--- src/rtl/disp_frame_arbiter.sv ---
// disp_frame_arbiter: round-robin arbiter that shares one 3-digit 7-seg display
// between producer r0 (normal data) and producer r1 (alert/status). A granted
// frame owns the display for HOLD_MS ticks, then stays shown until the next grant.
// Optional feature: define DISP_BLINK_EN to blink the digit enables of r1 frames.
module disp_frame_arbiter #(
    parameter int unsigned TICK_DIV = 50000,
    parameter int unsigned HOLD_MS  = 500,
    parameter int unsigned BLINK_MS = 250
) (
    input  logic        clk,
    input  logic        reset,
    input  logic        r0_valid,
    output logic        r0_ready,
    input  logic [14:0] r0_hex,
    input  logic [2:0]  r0_dp,
    input  logic [2:0]  r0_en,
    input  logic        r1_valid,
    output logic        r1_ready,
    input  logic [14:0] r1_hex,
    input  logic [2:0]  r1_dp,
    input  logic [2:0]  r1_en,
    output logic [4:0]  hex2,
    output logic [4:0]  hex1,
    output logic [4:0]  hex0,
    output logic [2:0]  dp_out,
    output logic [2:0]  en_out,
    output logic        owner,
    output logic        busy
);

    localparam int unsigned PrescW = $clog2(TICK_DIV);
    localparam int unsigned HoldW  = $clog2(HOLD_MS + 1);
    localparam logic [4:0]  CodeBlank = 5'h12;

    typedef enum logic {StIdle, StHold} state_e;

    state_e              state_q;
    logic                last_grant_q;
    logic [PrescW-1:0]   presc_q;
    logic [HoldW-1:0]    hold_q;
    logic                tick;
    logic                xfer;
    logic [14:0]         sel_hex;
    logic [2:0]          sel_dp;
    logic [2:0]          sel_en;

`ifdef DISP_BLINK_EN
    localparam int unsigned BlinkW = $clog2(BLINK_MS + 1);
    logic [2:0]          en_lat_q;
    logic                phase_q;
    logic [BlinkW-1:0]   blink_q;
`endif

    // Handshake decode: r0 wins unless r1 also requests and r0 was granted last.
    always_comb begin
        r0_ready = (state_q == StIdle) & r0_valid & (~r1_valid | last_grant_q);
        r1_ready = (state_q == StIdle) & r1_valid & (~r0_valid | ~last_grant_q);
        xfer     = r0_ready | r1_ready;
        tick     = (presc_q == PrescW'(TICK_DIV - 1));
        sel_hex  = r1_ready ? r1_hex : r0_hex;
        sel_dp   = r1_ready ? r1_dp  : r0_dp;
        sel_en   = r1_ready ? r1_en  : r0_en;
    end

    // Arbitration FSM, hold timing and registered display outputs.
    always_ff @(posedge clk or posedge reset) begin
        if (reset) begin
            state_q      <= StIdle;
            last_grant_q <= 1'b1;
            presc_q      <= '0;
            hold_q       <= '0;
            hex2         <= CodeBlank;
            hex1         <= CodeBlank;
            hex0         <= CodeBlank;
            dp_out       <= 3'b000;
            en_out       <= 3'b000;
            owner        <= 1'b0;
            busy         <= 1'b0;
`ifdef DISP_BLINK_EN
            en_lat_q     <= 3'b000;
            phase_q      <= 1'b1;
            blink_q      <= '0;
`endif
        end else begin
            unique case (state_q)
                StIdle: begin
                    if (xfer) begin
                        state_q      <= StHold;
                        busy         <= 1'b1;
                        owner        <= r1_ready;
                        last_grant_q <= r1_ready;
                        hex2         <= sel_hex[14:10];
                        hex1         <= sel_hex[9:5];
                        hex0         <= sel_hex[4:0];
                        dp_out       <= sel_dp;
                        en_out       <= sel_en;
                        presc_q      <= '0;
                        hold_q       <= '0;
`ifdef DISP_BLINK_EN
                        en_lat_q     <= sel_en;
                        phase_q      <= 1'b1;
                        blink_q      <= '0;
                    end else begin
                        // Tick source keeps running so an r1 frame keeps blinking in IDLE.
                        presc_q <= tick ? '0 : presc_q + PrescW'(1);
`endif
                    end
                end
                StHold: begin
                    presc_q <= tick ? '0 : presc_q + PrescW'(1);
                    if (tick) begin
                        if (hold_q == HoldW'(HOLD_MS - 1)) begin
                            state_q <= StIdle;
                            busy    <= 1'b0;
                            hold_q  <= '0;
                        end else begin
                            hold_q <= hold_q + HoldW'(1);
                        end
                    end
                end
                default: state_q <= StIdle;
            endcase
`ifdef DISP_BLINK_EN
            // A transfer restarts the blink phase, so only count ticks between transfers.
            if (tick && !xfer) begin
                if (blink_q == BlinkW'(BLINK_MS - 1)) begin
                    blink_q <= '0;
                    phase_q <= ~phase_q;
                    if (owner) begin
                        en_out <= en_lat_q & {3{~phase_q}};
                    end
                end else begin
                    blink_q <= blink_q + BlinkW'(1);
                end
            end
`endif
        end
    end

endmodule
--- config.mk ---
export PLATFORM = sky130hd
export DESIGN_NAME = disp_frame_arbiter
export DESIGN_NICKNAME = d
export VERILOG_FILES = /design/src/rtl/disp_frame_arbiter.sv
export SDC_FILE = /design/constraint.sdc
export NUM_CORES = 1
export LEC_CHECK = 0
export BUFFER_PORTS_ARGS = -buffer_cell sky130_fd_sc_hd__buf_4
export CAP_MARGIN = 20
export CORE_ASPECT_RATIO = 1.1
export CORE_MARGIN = 8
export CORE_UTILIZATION = 40
export DETAILED_ROUTE_END_ITERATION = 8
export PLACE_DENSITY = 0.72
export REMOVE_ABC_BUFFERS = 1
export SYNTH_ARGS = -nofsm -noshare
export SYNTH_HDL_FRONTEND = slang
export SYNTH_SLANG_ARGS = --single-unit
--- constraint.sdc ---
create_clock -name clk -period 5.05 [get_ports clk]
set_input_delay 1.01 -clock clk [delete_from_list [all_inputs] [get_ports clk]]
set_output_delay 1.01 -clock clk [all_outputs]
set_load 0.01 [all_outputs]
Word-level counts from Yosys, hierarchy flattened --
Index checks and enable logic that the tools add are counted.
Word-level totals: memories 0, memory bits (writable) 0, memory bits (read-only) 0, register bits after elaboration 50, bits of input ports 46, logic and storage cells 50, bits in latches 0, output and inout port bits 25
Cells by class: eq/ne operators 5, add/subtract/negate cells 2, reduce and logical (&&, ||, !) cells 3, multiplexer cells 18, shift-type cells 0, bitwise logic cells 11, order comparisons 0, div/mod/pow operators 0, multipliers 0
Operators with widths (count):
- 16-bit two-way mux | 2
- 16-bit one-hot mux with 2 select lines | 1
- 9-bit two-way mux | 3
- 9-bit one-hot mux with 2 select lines | 1
- 16-bit by 1-bit adder with 16-bit output, second input constant | 1
- 16-bit == test, second input constant | 1
- 15-bit two-way mux | 1
- 9-bit by 1-bit adder with 9-bit output, second input constant | 1
- 9-bit == test, second input constant | 1
- 1-bit two-way mux | 6
- 3-bit two-way mux | 2
- 1-bit AND | 4
- 2-bit by 1-bit != test with 1-bit output, second input constant | 2
- 1-bit NOT | 4
- 1-bit one-hot mux with 2 select lines | 2
- 2-bit AND reduction | 2
- 1-bit OR | 3
- 3-bit AND reduction | 1
- 2-bit != test, second input constant | 1

Depth between registers and ports, before layout --
Gate-level depths: netlist of the first run.
word-level depth 6, depth in mapped cells 7

Worst setup path before layout of the first run --
No wires, ideal clock.
kind in2out, start point in r1_valid, end point out r1_ready, stages 5, data arrival time 1939 ps, slack 2101 ps, cells stage by stage nand2b_1 > a21o_1 > clkbuf_1 > clkbuf_1 > inv_1
Between the ends: word-level cells in the longest chain between the ends 2
RTL lines:
- start, declared | line 17 | input logic r1_valid,
- 1-bit AND (2 in series) | line 57 | r1_ready = (state_q == StIdle) & r1_valid & (~r0_valid | ~last_grant_q);
- end, declared | line 18 | output logic r1_ready,
No other way between the ends.

Worst setup path in the final report of the first run --
Ends and elaborated chain as after synthesis.

==> results.yml, run 1 <==
grt:
  overflow: 0
  grt_pass1_vias: 2242
  grt_pass1_wl_um: 10400
  grt_max_degree: 51
  antenna_found_initial: 0
  gr-usage-all-layers_pct: 13.9
sta:
  final.period_utilization_pct: 57.0
  grt_setup_unrepaired: "false"
  timing.setup.tns_ns: 0
  fin_skew_ns: 0.00433
  clock.fmax_ghz: 0.347
  period_needed_ns: 2.88
  finalSetupViolCount: 0
  drv_slew: 0
  finalHoldViolCount: 0
  max-slew-margin-rel_pct: 33.1
  tightest_slew_ns: 0.994
clock_tree:
  cts_root_buf: "clkbuf_8"
  insertion_delay_ns: 0.30
  clk_pin_slew_ns: 0.09
  ctsResizeCount: 0
  ctsHoldBuffers: 0
  post_cts_buffers: 0
  cts_buffer_depth: 2
  cts_sinks: 50
  h-tree-depth: 2
  cts_tree: "yes"
  numCtsBuffers: 5
drt:
  dr.pass1.iters: 4
  wl_per_cell_um: 14.8
  wl_um: 6160
  drc: 0
  vias_per_cell: 5.25
  num_vias: 2180
  drt_iter0_drc: 112
  ant_nets: 0
floorplan:
  rows: 30
  core_area_mm2: 0.00612
  die_w_um: 91.5
  io_pins: 71
  start_util_pct: 41.0
  die_h_um: 99.0
  dieArea_mm2: 0.00906
min_path:
  hold_start: "hex2[4]"
  hp-class: "register to register"
  holdPathEnd: "hex2[4]"
  hold_depth: 2
power_and_ir_drop:
  peakVddDrop_v: 0.000175
  p_leak_uw: 0.00162
  power_density_mw_per_mm2: 328
final_layout:
  syn_to_final_growth_pct: 30.4
  stdcell_area_mm2: 0.00327
  n_antenna_cell: 0
  final_cells: 415
  nNetsFinal: 382
  drive_gt1_share_pct: 28.1
  fillCellCount: 558
critical_path:
  ff2ff_setup_slack_ns: 2.43
  worst-endpoint-arrival_ns: 1.87
  slowest_delay_ns: 0.32
  cpMostUsedCell: "buf_4"
  r2r-end: "hold_q[5]"
  startpoint_type: "input port"
  crit_start: "r1_valid"
  cp_top_family: "buffers and inverters"
  crit_fanout: 23
  critPathSlowestCell: "buf_4"
  crit_type: "input port to output pin"
  r2r-start: "presc_q[12]"
  cp-end-kind: "output pin"
  cp_cell_sequence: "buf_4 -> nand2b_1 -> a21o_1 -> buf_4 -> inv_1 -> buf_4"
  rr_worst_depth: 5
  critPathRequiredTime_ns: 4.04
  cp.buffers_inverters: 4
yosys:
  seq_area_frac_synth_pct: 50.3
  synth_area_leaders: "dfrtp_1 (43%), mux2i_1 (8.4%), o21ai_0 (8.0%)"
  synth_top_cells_by_count: "dfrtp_1 (43), nand2_1 (41), o21ai_0 (40)"
  ys_ff_latch: 50
  synth_ff_type: "dfrtp_1"
  synthDistinctLibCells: 38
  synth_area_mm2: 0.00251
  async_flop_share_pct: 100
  yosys.area.top_type: "dfrtp_1"
  ys_warn_count: 0
  yosysMostFrequentCell: "dfrtp_1"
  synth-edff-count: 0
  avgSynthCellArea_um2: 9.42
  netlist_instances: 266
  yosysTopAreaCellShare_pct: 42.9
place:
  hpwl_um: 4590
  port_buffers: 70
  place_congestion: 0.803
  dp.cells: 406
  placement.cell_area_mm2: 0.00311
job:
  cap_violations: 0
run_status:
  status: "finished, final reports clean"
==> cell usage in the layout (no fill, tap or decap), types with 2 or more instances in the layout <==
cell       count
o21ai_0       40
bufinv_16      2
nor3_1         7
nor4_1         2
clkbuf_8       6
xnor2_1        2
ha_1           2
a31oi_1        6
inv_1          6
nor2_1        13
nand3_1       10
o31ai_1        2
mux2i_1       21
a21oi_1        9
buf_4         74
nand4_1       11
xor2_1         4
nand4bb_1      2
and3_1         2
nand2b_1       5
dfrtp_1       43
nand2_1       41
dfstp_2        7
==> sequential cells by signal, summed over array words and instances, names as in the netlist, 3 cells and up <==
| name | count |
|---|---|
| hex2 | 5 |
| dp_out | 3 |
| en_out | 3 |
| hex0 | 5 |
| hex1 | 5 |
| hold_q | 9 |
| presc_q | 16 |
==> logic make-up after synthesis <==
| kind of cell | synth area share, % |
|---|---|
| compound gates | 14.2 |
| fa+ha+maj | 0.998 |
| flops | 50.3 |
| mux | 8.39 |
| xor+xnor | 2.10 |
| buf+inv | 3.44 |
| simple gates | 20.6 |
==> how the worst max path moves through the flow <==
stage,endpoint,cells after the start
after floorplan,hold_q[6],4
after detailed placement,r1_ready,6
after CTS,r1_ready,6
final,r1_ready,6
after global routing,r1_ready,6
after global placement,r1_ready,6
==> layer usage <==
metal / vias to the layer above / wire length, um / global-route usage [%]
met2: 77 / 2750 / 21.2
li1: 1087 / - / -
met4: 0 / 73 / 3.40
met3: 6 / 540 / 6.54
met5: - / 0 / 0
met1: 1010 / 2790 / 17.4
==> metrics by stage <==
stage / total power (uW) / util [%] / hold slack [ns] / setup WS, ns
final: 1070 / 53.4 / 0.480 / 2.17
after global placement: 725 / 50.8 / 0.462 / 2.19
after floorplan: 638 / - / 0.451 / 1.88
after CTS: 1080 / 53.1 / 0.487 / 2.17
after detailed placement: 737 / 50.8 / 0.473 / 2.18
after global routing: 1130 / 53.4 / 0.514 / 2.10
==> final cells by class <==
class / instances / area, um^2 / area share [%]
timing repair buffer: 75 / 576 / 17.6
clock buffer: 6 / 82.6 / 2.53
tap: 80 / 100 / 3.06
multi-input combinational: 195 / 1160 / 35.6
inverter: 7 / 26.3 / 0.804
clock inverter: 2 / 60.1 / 1.84
sequential: 50 / 1260 / 38.6
==> power by group <==
part / leakage (uW) / internal (uW) / switching (uW)
Combinational: 0.000963 / 98.2 / 81.8
Clock: 0.0000714 / 211 / 131
Sequential: 0.000581 / 472 / 78.1
==> worst reg2reg max path, cell delays in order (launching register included) <==
cell     delay (ns)
dfrtp_1        0.47
or4b_4         0.56
o41a_1         0.66
or4_4          0.63
xor2_1         0.14
nor2_1         0.05
No activity file was read; power rests on OpenSTA's default activity.
==> run 2: changes to the inputs <==
clock period = 3 ns   (was 5.05 ns; I/O delays follow)
==> results.yml, run 2 (same netlist as run 1, synthesis figures left out) <==
run_status:
  status: "finished, final reports clean"
clock_tree:
  cts_tree: "yes"
  ctsResizeCount: 0
  cts_sinks: 50
  numCtsBuffers: 5
  h-tree-depth: 2
  insertion_delay_ns: 0.30
  cts_root_buf: "clkbuf_8"
  ctsHoldBuffers: 0
  clk_pin_slew_ns: 0.10
  cts_buffer_depth: 2
  post_cts_buffers: 0
drt:
  wl_um: 6100
  ant_nets: 0
  wl_per_cell_um: 14.6
  vias_per_cell: 5.18
  drc: 0
  dr.pass1.iters: 4
  drt_iter0_drc: 113
  num_vias: 2165
grt:
  overflow: 0
  grt_max_degree: 49
  antenna_found_initial: 0
  gr-usage-all-layers_pct: 13.5
  grt_pass1_wl_um: 10100
  grt_pass1_vias: 2232
floorplan:
  io_pins: 71
  dieArea_mm2: 0.00906
  die_h_um: 99.0
  die_w_um: 91.5
  rows: 30
  core_area_mm2: 0.00612
  start_util_pct: 41.0
critical_path:
  cp-end-kind: "register"
  slowest_delay_ns: 0.56
  cp_top_family: "simple AND/OR/NAND/NOR gates"
  critPathSlowestCell: "or4_1"
  cp_cell_sequence: "or4b_4 -> o41a_1 -> or4_1 -> xor2_1 -> nor2_1"
  critPathRequiredTime_ns: 3.18
  cp.buffers_inverters: 0
  worst-endpoint-arrival_ns: 2.54
  startpoint_type: "register"
  crit_type: "register to register"
  crit_fanout: 8
sta:
  drv_slew: 0
  clock.fmax_ghz: 0.424
  grt_setup_unrepaired: "false"
  fin_skew_ns: 0.00837
  max-slew-margin-rel_pct: 57.6
  finalSetupViolCount: 0
  timing.setup.tns_ns: 0
  tightest_slew_ns: 0.631
  finalHoldViolCount: 0
  final.period_utilization_pct: 78.7
  period_needed_ns: 2.36
min_path:
  hp-class: "input port to async pin"
final_layout:
  top_register: "presc_q"
  largest_register_ffs: 16
  n_antenna_cell: 0
  reg_top3: "presc_q: 16 flops, hold_q: 9 flops"
  nNetsFinal: 385
  fillCellCount: 553
  finish.utilization_pct: 52.9
  syn_to_final_growth_pct: 29.2
  drive_gt1_share_pct: 28.4
  layout_common_cells: "buf_4 (77), dfrtp_1 (43), nand2_1 (41)"
  stdcell_area_mm2: 0.00324
  final_common_cell: "buf_4"
place:
  hpwl_um: 4580
  place_congestion: 0.832
  port_buffers: 70
  placement.cell_area_mm2: 0.00313
power_and_ir_drop:
  p_leak_uw: 0.00160
  peakVddDrop_v: 0.000227
  power_uw: 1630
  power_density_mw_per_mm2: 503
job:
  cap_violations: 0
[run 2: cell types whose count changed in the layout (fill, tap and decap cells not counted), sizes merged]
cell,change
buf,+3
bufinv,-2
clkinv,+1
inv,+1
[run 2: power breakdown]
part	switching [uW]	internal [uW]	total (uW)
registers	133	795	928
logic	138	166	304
clock network	227	169	397
total	498	1130	1630
[run 2: routing by layer]
metal	GRT usage, %	wire [um]
met2	20.6	2700
met5	0	0
met3	6.54	611
met1	16.4	2730
met4	3.91	61
[run 2: final cells by class]
class                           instances  area, um^2  share of cell area (%)
Clock buffer                            6        72.6                    2.24
Clock inverter                          2        17.5                   0.541
Inverter                                7        26.3                   0.811
Multi-Input combinational cell        195        1160                    35.9
Sequential cell                        50        1260                    38.9
Tap cell                               80         100                    3.09
Timing Repair Buffer                   78         598                    18.5
[run 2: final timing paths]
path                              from          to  slack (ns)  depth (start not counted)
max                        presc_q[12]   hold_q[7]        0.64                          5
min                              reset  presc_q[0]        0.28                          2
max reg2reg                presc_q[12]   hold_q[7]        0.64                          5
min reg2reg                       busy        busy        0.48                          2
max in group asynchronous        reset     hex1[4]        2.02                          4
min in group clk                  busy        busy        0.48                          2
[run 2: worst reg2reg max path, delay by kind of cell (launching register included)]
kind	cells	cell delay [ns]
DFF	1	0.47
xor gates and xnor gates	1	0.14
AOI/OAI and AO/OA	1	0.46
and+or+nand+nor	3	1.16
[run 2: through the flow]
| step | setup slack [ns] | hold WS (ns) | instances |
|---|---|---|---|
| 2_1_floorplan | 0.241 | 0.451 | 252 |
| 3_3_place_gp | 0.717 | 0.460 | 409 |
| 3_5_place_dp | 0.675 | 0.467 | 409 |
| 4_1_cts | 0.646 | 0.489 | 417 |
| 5_1_grt | 0.523 | 0.297 | 418 |
| 6_report | 0.639 | 0.282 | 418 |
